### src/rtl/bus_initiator_pkg.sv
// Shared constants for the single-outstanding bus initiator: FSM encoding,
// timeout counter width and the default timeout.
package bus_initiator_pkg;

  localparam logic [1:0] StIdle     = 2'd0;
  localparam logic [1:0] StReq      = 2'd1;
  localparam logic [1:0] StWaitResp = 2'd2;
  localparam logic [1:0] StResp     = 2'd3;

  localparam int unsigned CntWidth       = 8;
  localparam int unsigned TimeoutDefault = 255;

endpackage

### src/rtl/bus_initiator.sv
// Command-to-bus initiator: accepts one command, drives a registered bus request,
// collects the ack/read response (or times out) and presents a single completion.
module bus_initiator
  import bus_initiator_pkg::*;
#(
  parameter int unsigned TIMEOUT_CYCLES = TimeoutDefault
) (
  input  logic        clk_i,
  input  logic        rst_i,

  input  logic        cmd_valid,
  output logic        cmd_ready,
  input  logic        cmd_we,
  input  logic [31:0] cmd_addr,
  input  logic [3:0]  cmd_be,
  input  logic [31:0] cmd_wdata,

  output logic        bus_req,
  output logic        bus_we,
  output logic [31:0] bus_addr,
  output logic [3:0]  bus_be,
  output logic [31:0] bus_wdata,
  input  logic        bus_ack,
  input  logic        bus_resp,
  input  logic [31:0] bus_rdata,

  output logic        rsp_valid,
  input  logic        rsp_ready,
  output logic [31:0] rsp_rdata,
  output logic        rsp_err
);

  localparam logic [CntWidth-1:0] TimeoutLast = CntWidth'(TIMEOUT_CYCLES - 1);

  logic [1:0]          state_q, state_d;
  logic [CntWidth-1:0] cnt_q, cnt_d;
  logic                bus_req_q, bus_req_d;
  logic                bus_we_q, bus_we_d;
  logic [31:0]         bus_addr_q, bus_addr_d;
  logic [3:0]          bus_be_q, bus_be_d;
  logic [31:0]         bus_wdata_q, bus_wdata_d;
  logic                rsp_valid_q, rsp_valid_d;
  logic [31:0]         rsp_rdata_q, rsp_rdata_d;
  logic                rsp_err_q, rsp_err_d;

  always_comb begin
    state_d     = state_q;
    cnt_d       = cnt_q;
    bus_we_d    = bus_we_q;
    bus_addr_d  = bus_addr_q;
    bus_be_d    = bus_be_q;
    bus_wdata_d = bus_wdata_q;
    rsp_rdata_d = rsp_rdata_q;
    rsp_err_d   = rsp_err_q;

    case (state_q)
      StIdle: begin
        if (cmd_valid) begin
          state_d     = StReq;
          cnt_d       = '0;
          bus_we_d    = cmd_we;
          bus_addr_d  = cmd_addr;
          bus_be_d    = cmd_be;
          bus_wdata_d = cmd_wdata;
          rsp_rdata_d = '0;
          rsp_err_d   = 1'b0;
        end
      end
      StReq: begin
        // Completion is checked before the timeout so it wins a same-cycle tie.
        if (bus_ack && (bus_we_q || bus_resp)) begin
          state_d     = StResp;
          rsp_rdata_d = bus_we_q ? 32'h0 : bus_rdata;
          rsp_err_d   = 1'b0;
        end else if (cnt_q == TimeoutLast) begin
          state_d     = StResp;
          rsp_rdata_d = '0;
          rsp_err_d   = 1'b1;
        end else begin
          cnt_d = cnt_q + 1'b1;
          if (bus_ack) state_d = StWaitResp;
        end
      end
      StWaitResp: begin
        if (bus_resp) begin
          state_d     = StResp;
          rsp_rdata_d = bus_rdata;
          rsp_err_d   = 1'b0;
        end else if (cnt_q == TimeoutLast) begin
          state_d     = StResp;
          rsp_rdata_d = '0;
          rsp_err_d   = 1'b1;
        end else begin
          cnt_d = cnt_q + 1'b1;
        end
      end
      StResp: begin
        if (rsp_ready) state_d = StIdle;
      end
      default: state_d = StIdle;
    endcase

    bus_req_d   = (state_d == StReq);
    rsp_valid_d = (state_d == StResp);
  end

  always_ff @(posedge clk_i or negedge rst_i) begin
    if (!rst_i) begin
      state_q     <= StIdle;
      cnt_q       <= '0;
      bus_req_q   <= 1'b0;
      bus_we_q    <= 1'b0;
      bus_addr_q  <= '0;
      bus_be_q    <= '0;
      bus_wdata_q <= '0;
      rsp_valid_q <= 1'b0;
      rsp_rdata_q <= '0;
      rsp_err_q   <= 1'b0;
    end else begin
      state_q     <= state_d;
      cnt_q       <= cnt_d;
      bus_req_q   <= bus_req_d;
      bus_we_q    <= bus_we_d;
      bus_addr_q  <= bus_addr_d;
      bus_be_q    <= bus_be_d;
      bus_wdata_q <= bus_wdata_d;
      rsp_valid_q <= rsp_valid_d;
      rsp_rdata_q <= rsp_rdata_d;
      rsp_err_q   <= rsp_err_d;
    end
  end

  assign cmd_ready = (state_q == StIdle);
  assign bus_req   = bus_req_q;
  assign bus_we    = bus_we_q;
  assign bus_addr  = bus_addr_q;
  assign bus_be    = bus_be_q;
  assign bus_wdata = bus_wdata_q;
  assign rsp_valid = rsp_valid_q;
  assign rsp_rdata = rsp_rdata_q;
  assign rsp_err   = rsp_err_q;

endmodule

### config.mk
export PLATFORM = sky130hd
export DESIGN_NAME = bus_initiator
export DESIGN_NICKNAME = d
export VERILOG_FILES = /design/src/rtl/bus_initiator_pkg.sv /design/src/rtl/bus_initiator.sv
export SDC_FILE = /design/constraint.sdc
export NUM_CORES = 1
export LEC_CHECK = 0
export CAP_MARGIN = 25
export CORE_UTILIZATION = 46
export DETAILED_ROUTE_END_ITERATION = 12
export GPL_ROUTABILITY_DRIVEN = 1
export HOLD_SLACK_MARGIN = 0.03
export PLACE_DENSITY = 0.86
export SLEW_MARGIN = 20
export SYNTH_ARGS = -nofsm -noshare
export SYNTH_HDL_FRONTEND = slang
export SYNTH_SLANG_ARGS = --single-unit
### constraint.sdc
create_clock -name clk_i -period 4.67 [get_ports clk_i]
set_clock_uncertainty 0.05 [all_clocks]
set_input_delay 0.467 -clock clk_i [delete_from_list [all_inputs] [get_ports clk_i]]
set_output_delay 0.467 -clock clk_i [all_outputs]
set_load 0.01 [all_outputs]
==> results.json, run 1 <==
{
  "cts_tree": "built",
  "syn_inst": 388,
  "cp.arrival_ps": 1920,
  "period_minus_slack_ps": 2440,
  "grt_overflow": 0,
  "use_met2_pct": 41.5,
  "syn_area_um2": 4870,
  "synth-compound-area-share_pct": 14.2,
  "max_freq_mhz": 410,
  "yosysWarnings": 0,
  "synth_seq_cells": 114,
  "coreArea_um2": 10300,
  "synth_top_family_by_area": "multiplexers",
  "finalCritPeriodShare_pct": 52.3,
  "fin_util_pct": 75.7,
  "yosysSeqAreaShare_pct": 58.6,
  "grt.busiest_layer": "met2",
  "pwr_density_cell_nw_per_um2": 697,
  "nNetsFinal": 718,
  "clockBufferDepth": 2,
  "place_area_um2": 7080,
  "ys_top_cells_by_area": "dfrtp_1, mux2_2, a22oi_1",
  "drc_errors": 0,
  "grt_use_met1_pct": 28.3,
  "insertion_delay_ps": 500,
  "drv_cap": 0,
  "die_w_um": 105,
  "power.total_mw": 5.43,
  "initial_core_util_pct": 47.4,
  "grt_max_degree": 68,
  "synth_nets": 501,
  "die_h_um": 105,
  "drtIter0Drc": 221,
  "num-fill-cells": 671,
  "diodes": 0,
  "synth_xor_area_share_pct": 0,
  "drive_gt1_share_pct": 20.2,
  "place_congestion": 0.829,
  "tightest_slew_ps": 824,
  "row_count": 37,
  "muxShareOfSynthArea_pct": 15.9,
  "p_leak_nw": 3.23,
  "cts_buffers": 17,
  "synth.distinct_cells": 39,
  "die_area_um2": 11000,
  "synth_edf_count": 0,
  "fin_ws_ps": 2230,
  "finalNonFillerCells": 754,
  "area_growth_pct": 59.8,
  "postCtsSetupBuffers": 0,
  "avgSynthCellArea_um2": 12.6,
  "cp.required_ps": 4150,
  "fin_setup_tns_ps": 0,
  "slew_headroom_pct": 45.1,
  "dp_cells": 721,
  "final_cell_mix": "clkdlybuf4s50_1, dfrtp_1, mux2_2",
  "grt_pass1_vias": 4097,
  "hpwl_um": 9170,
  "drt-total-wl_um": 12900,
  "synthAdderAreaFrac_pct": 1.54,
  "layout_commonest_cell": "clkdlybuf4s50_1",
  "fin_area_um2": 7780,
  "grt_usage_pct": 24.6,
  "timing.hold.ws_ps": 451,
  "clk_pin_slew_ps": 50,
  "irDropWorstVdd_v": 0.000418,
  "ant_nets": 0,
  "synth_top_cell_area_share_pct": 58.6,
  "hold_viol_final": 0,
  "startpoint": "state_q[0]",
  "vias_per_cell": 5.23,
  "synthFlopType": "dfrtp_1",
  "grt_pass1_wl_um": 20700,
  "setup_viol": 0,
  "use_met3_pct": 7.80,
  "antenna_found_initial": 0,
  "io_pins": 212,
  "crit_type": "register to output port",
  "crit_path_max_fanout": 7,
  "min-delay-start": "bus_addr[15]",
  "outcome": "complete, no violations",
  "drv_slew": 0,
  "worst_setup_path_start_kind": "register",
  "synthSimpleGateAreaFrac_pct": 4.19,
  "numPortBuffers": 211,
  "cp-end-kind": "output port",
  "timing.rr.start": "state_q[0]",
  "root_buffer": "clkbuf_8",
  "synthArstFlopShare_pct": 100,
  "cts.sinks": 114,
  "drt-pass1-iter-count": 4,
  "routedWlPerCell_um": 17.1,
  "htree_levels": 4,
  "min_path_type": "register to register",
  "vias": 3943,
  "yosys.area.top_type": "dfrtp_1",
  "dpl_worst_slack_ps": 2100,
  "rsz0062_at_grt": "false"
}
[metal layers]
metal	share of wire, %	routed length, µm
met2	51	6630
met1	38	4900
met3	7.9	1020
met5	0	0
met4	2.6	336
[state kept, by name (all words and copies together), names as in the netlist, 2 cells and up]
| register | cells |
|---|---|
| bus_addr | 32 |
| bus_wdata | 32 |
| cnt_q | 8 |
| state_q | 2 |
| rsp_rdata | 32 |
| bus_be | 4 |
[Yosys cell counts (2+ instances only)]
cell type and number:
a22oi_1 32, nand3_1 3, and3_1 2, o21ai_1 5
nand4_1 3, a21oi_1 13, or2_2 2, o31ai_1 4
a31oi_1 4, nor2_1 6, buf_2 7, o21ai_2 11
dfrtp_1 114, buf_6 3, ha_1 6, and2_1 2
buf_1 5, buf_4 2, nor2b_1 4, inv_1 42
o21ai_0 23, nand2_1 10, mux2_2 69
[worst paths after layout]
path	to	slack [ps]	depth (start not counted)
max in group asynchronous	bus_wdata[28]	2880	3
min in group asynchronous	bus_wdata[10]	550	2
hold / removal	bus_addr[15]	450	1
setup reg to reg	rsp_rdata[9]	2380	7
setup / recovery	cmd_ready	2230	3
hold reg to reg	bus_addr[15]	450	1
[worst max-delay path: stages, from the launching register on]
cell,delay (ps)
dfrtp_1,430
inv_1,110
ha_1,290
clkdlybuf4s50_1,580
[layout make-up]
| type | count | area, µm² | share of cell area (%) |
|---|---|---|---|
| Multi-Input combinational cell | 213 | 1750 | 22.5 |
| Sequential cell | 114 | 2850 | 36.6 |
| Tap cell | 136 | 170 | 2.19 |
| Timing Repair Buffer | 217 | 2160 | 27.7 |
| Inverter | 42 | 158 | 2.03 |
| Clock buffer | 24 | 500 | 6.43 |
| Clock inverter | 8 | 194 | 2.49 |
[cells by family (layout without fill, tap and decap cells)]
kind of cell	Yosys count	in the layout
compound gates	100	100
fa+ha+maj	6	6
buf+inv	61	291
flops	114	114
mux	69	69
simple gates	38	38
[power breakdown]
group	internal, mW	switching (mW)
clock	1.06	0.431
combinational	1.26	0.989
sequential	1.42	0.272
total	3.74	1.69
[timing repair]
item                                   CTS  global route
endpoints found under the hold margin   10             0
hold buffers                             1             0
resized for setup                        0             0
No activity file was read; power rests on OpenSTA's default activity.
==> run 2, diff against run 1 <==
--- a/config.mk
+++ b/config.mk
@@ -6,11 +6,11 @@
 export NUM_CORES = 1
 export LEC_CHECK = 0
 export CAP_MARGIN = 25
-export CORE_UTILIZATION = 46
+export CORE_UTILIZATION = 42
 export DETAILED_ROUTE_END_ITERATION = 12
 export GPL_ROUTABILITY_DRIVEN = 1
 export HOLD_SLACK_MARGIN = 0.03
-export PLACE_DENSITY = 0.86
+export PLACE_DENSITY = 0.8
 export SLEW_MARGIN = 20
 export SYNTH_ARGS = -nofsm -noshare
 export SYNTH_HDL_FRONTEND = slang
==> constraint.sdc (replaced) <==
create_clock -name clk_i -period 2.3 [get_ports clk_i]
set_clock_uncertainty 0.05 [all_clocks]
set_input_delay 0.23 -clock clk_i [delete_from_list [all_inputs] [get_ports clk_i]]
set_output_delay 0.23 -clock clk_i [all_outputs]
set_load 0.01 [all_outputs]
==> run 2 against run 1 <==
- first-iteration DRC count increased by 10%
- clock-buffer cell count rose by 1
- utilization down 6.2 points
- critical path type unchanged
- critical endpoint unchanged
- highest routed layer unchanged
==> results.json, run 2 (synthesis gave the netlist of run 1 again) <==
{
  "ant_nets": 0,
  "place_congestion": 0.856,
  "layout_commonest_cell": "clkdlybuf4s50_1",
  "cts.sinks": 114,
  "cp.arrival_ps": 1790,
  "clk_pin_slew_ps": 50,
  "dp_cells": 731,
  "setup_viol": 0,
  "htree_levels": 4,
  "drc_errors": 0,
  "antenna_found_initial": 0,
  "multi_input_area_um2": 1750,
  "cts_resized": 0,
  "regArea_um2": 2850,
  "period_minus_slack_ps": 2070,
  "grt_overflow": 0,
  "die_area_um2": 12000,
  "initial_core_util_pct": 44.0,
  "hold_viol_final": 0,
  "io_pins": 212,
  "finalCritPeriodShare_pct": 90.1,
  "crit_path_max_fanout": 7,
  "min_path_type": "input port to asynchronous set/reset pin",
  "outcome": "complete, no violations",
  "cts_buffers": 17,
  "die_h_um": 110,
  "row_count": 38,
  "crit_type": "register to output port",
  "routedWlPerCell_um": 16.5,
  "diodes": 0,
  "grt_pass1_vias": 4130,
  "clockBufferDepth": 2,
  "max_freq_mhz": 483,
  "area_growth_pct": 58.2,
  "finalNonFillerCells": 763,
  "tightest_slew_ps": 464,
  "drive_gt1_share_pct": 19.9,
  "cp-end-kind": "output port",
  "p_leak_nw": 3.19,
  "drtIter0Drc": 243,
  "grt_max_degree": 58,
  "vias": 3940,
  "drv_slew": 0,
  "worstRegToRegCells": 6,
  "pwr_density_cell_nw_per_um2": 1340,
  "hpwl_um": 9080,
  "insertion_delay_ps": 400,
  "rsz0062_at_grt": "false",
  "num-fill-cells": 818,
  "grt_pass1_wl_um": 19300,
  "drv_cap": 0,
  "nNetsFinal": 724,
  "cts_tree": "built",
  "drt-total-wl_um": 12600,
  "numPortBuffers": 211,
  "die_w_um": 110,
  "worst_setup_path_start_kind": "register",
  "coreArea_um2": 11100,
  "vias_per_cell": 5.16,
  "grt_usage_pct": 21.4,
  "final_cell_mix": "clkdlybuf4s50_1, dfrtp_1, mux2_2",
  "slew_headroom_pct": 69.1,
  "cp.required_ps": 2020,
  "irDropWorstVdd_v": 0.000881,
  "fin_setup_tns_ps": 0,
  "drt-pass1-iter-count": 5,
  "root_buffer": "clkbuf_16"
}
## run 2: metrics by stage
stage	instance area [µm²]	util, %	power [mW]	hold WS, ps	setup slack, ps
after floorplan	4870	-	5.66	-116	452
after CTS	7710	69.6	10.4	296	215
after global routing	7710	69.6	10.9	345	119
after global placement	7190	64.9	7.92	161	372
final	7710	69.6	10.3	308	228
after detailed placement	7190	64.9	8.12	168	295
## run 2: layer usage
layer	part of all wire, %	GRT usage (%)
met1	37	24.0
met2	51	35.9
met3	9.1	7.77
met4	2.5	11.0
met5	0	0
## run 2: power breakdown
group	total (mW)	switching (mW)	internal, mW
Clock	2.24	0.827	1.41
Combinational	4.66	2.00	2.65
Sequential	3.42	0.536	2.88
Total	10.3	3.37	6.95
## run 2: final cells by class
type | count | share of cell area (%)
clock buffers | 25 | 6.17
clock inverters | 6 | 0.422
inverters | 42 | 2.05
multi-input cells | 213 | 22.7
flip-flops and latches | 114 | 37.0
well taps | 140 | 2.27
repair buffers | 223 | 29.4
## run 2: path summary, 6_finish.rpt
path / from / to / slack, ps
max in group asynchronous: rst_i / bus_wdata[4] / 1210
hold / removal: rst_i / rsp_rdata[8] / 310
setup reg to reg: state_q[1] / cnt_q[0] / 270
hold reg to reg: bus_be[3] / bus_be[3] / 450
setup / recovery: state_q[0] / cmd_ready / 230
min in group clk_i: cmd_addr[10] / bus_addr[10] / 390
## run 2: critical path, stage by stage (launching register included)
cell	delay, ps
dfrtp_1	430
inv_1	110
ha_1	280
clkdlybuf4s50_1	580
## run 2: what timing repair did
action / CTS / global route
hold buffers: 1 / 0
setup buffers: 0 / 0
hold endpoints to repair: 33 / 0
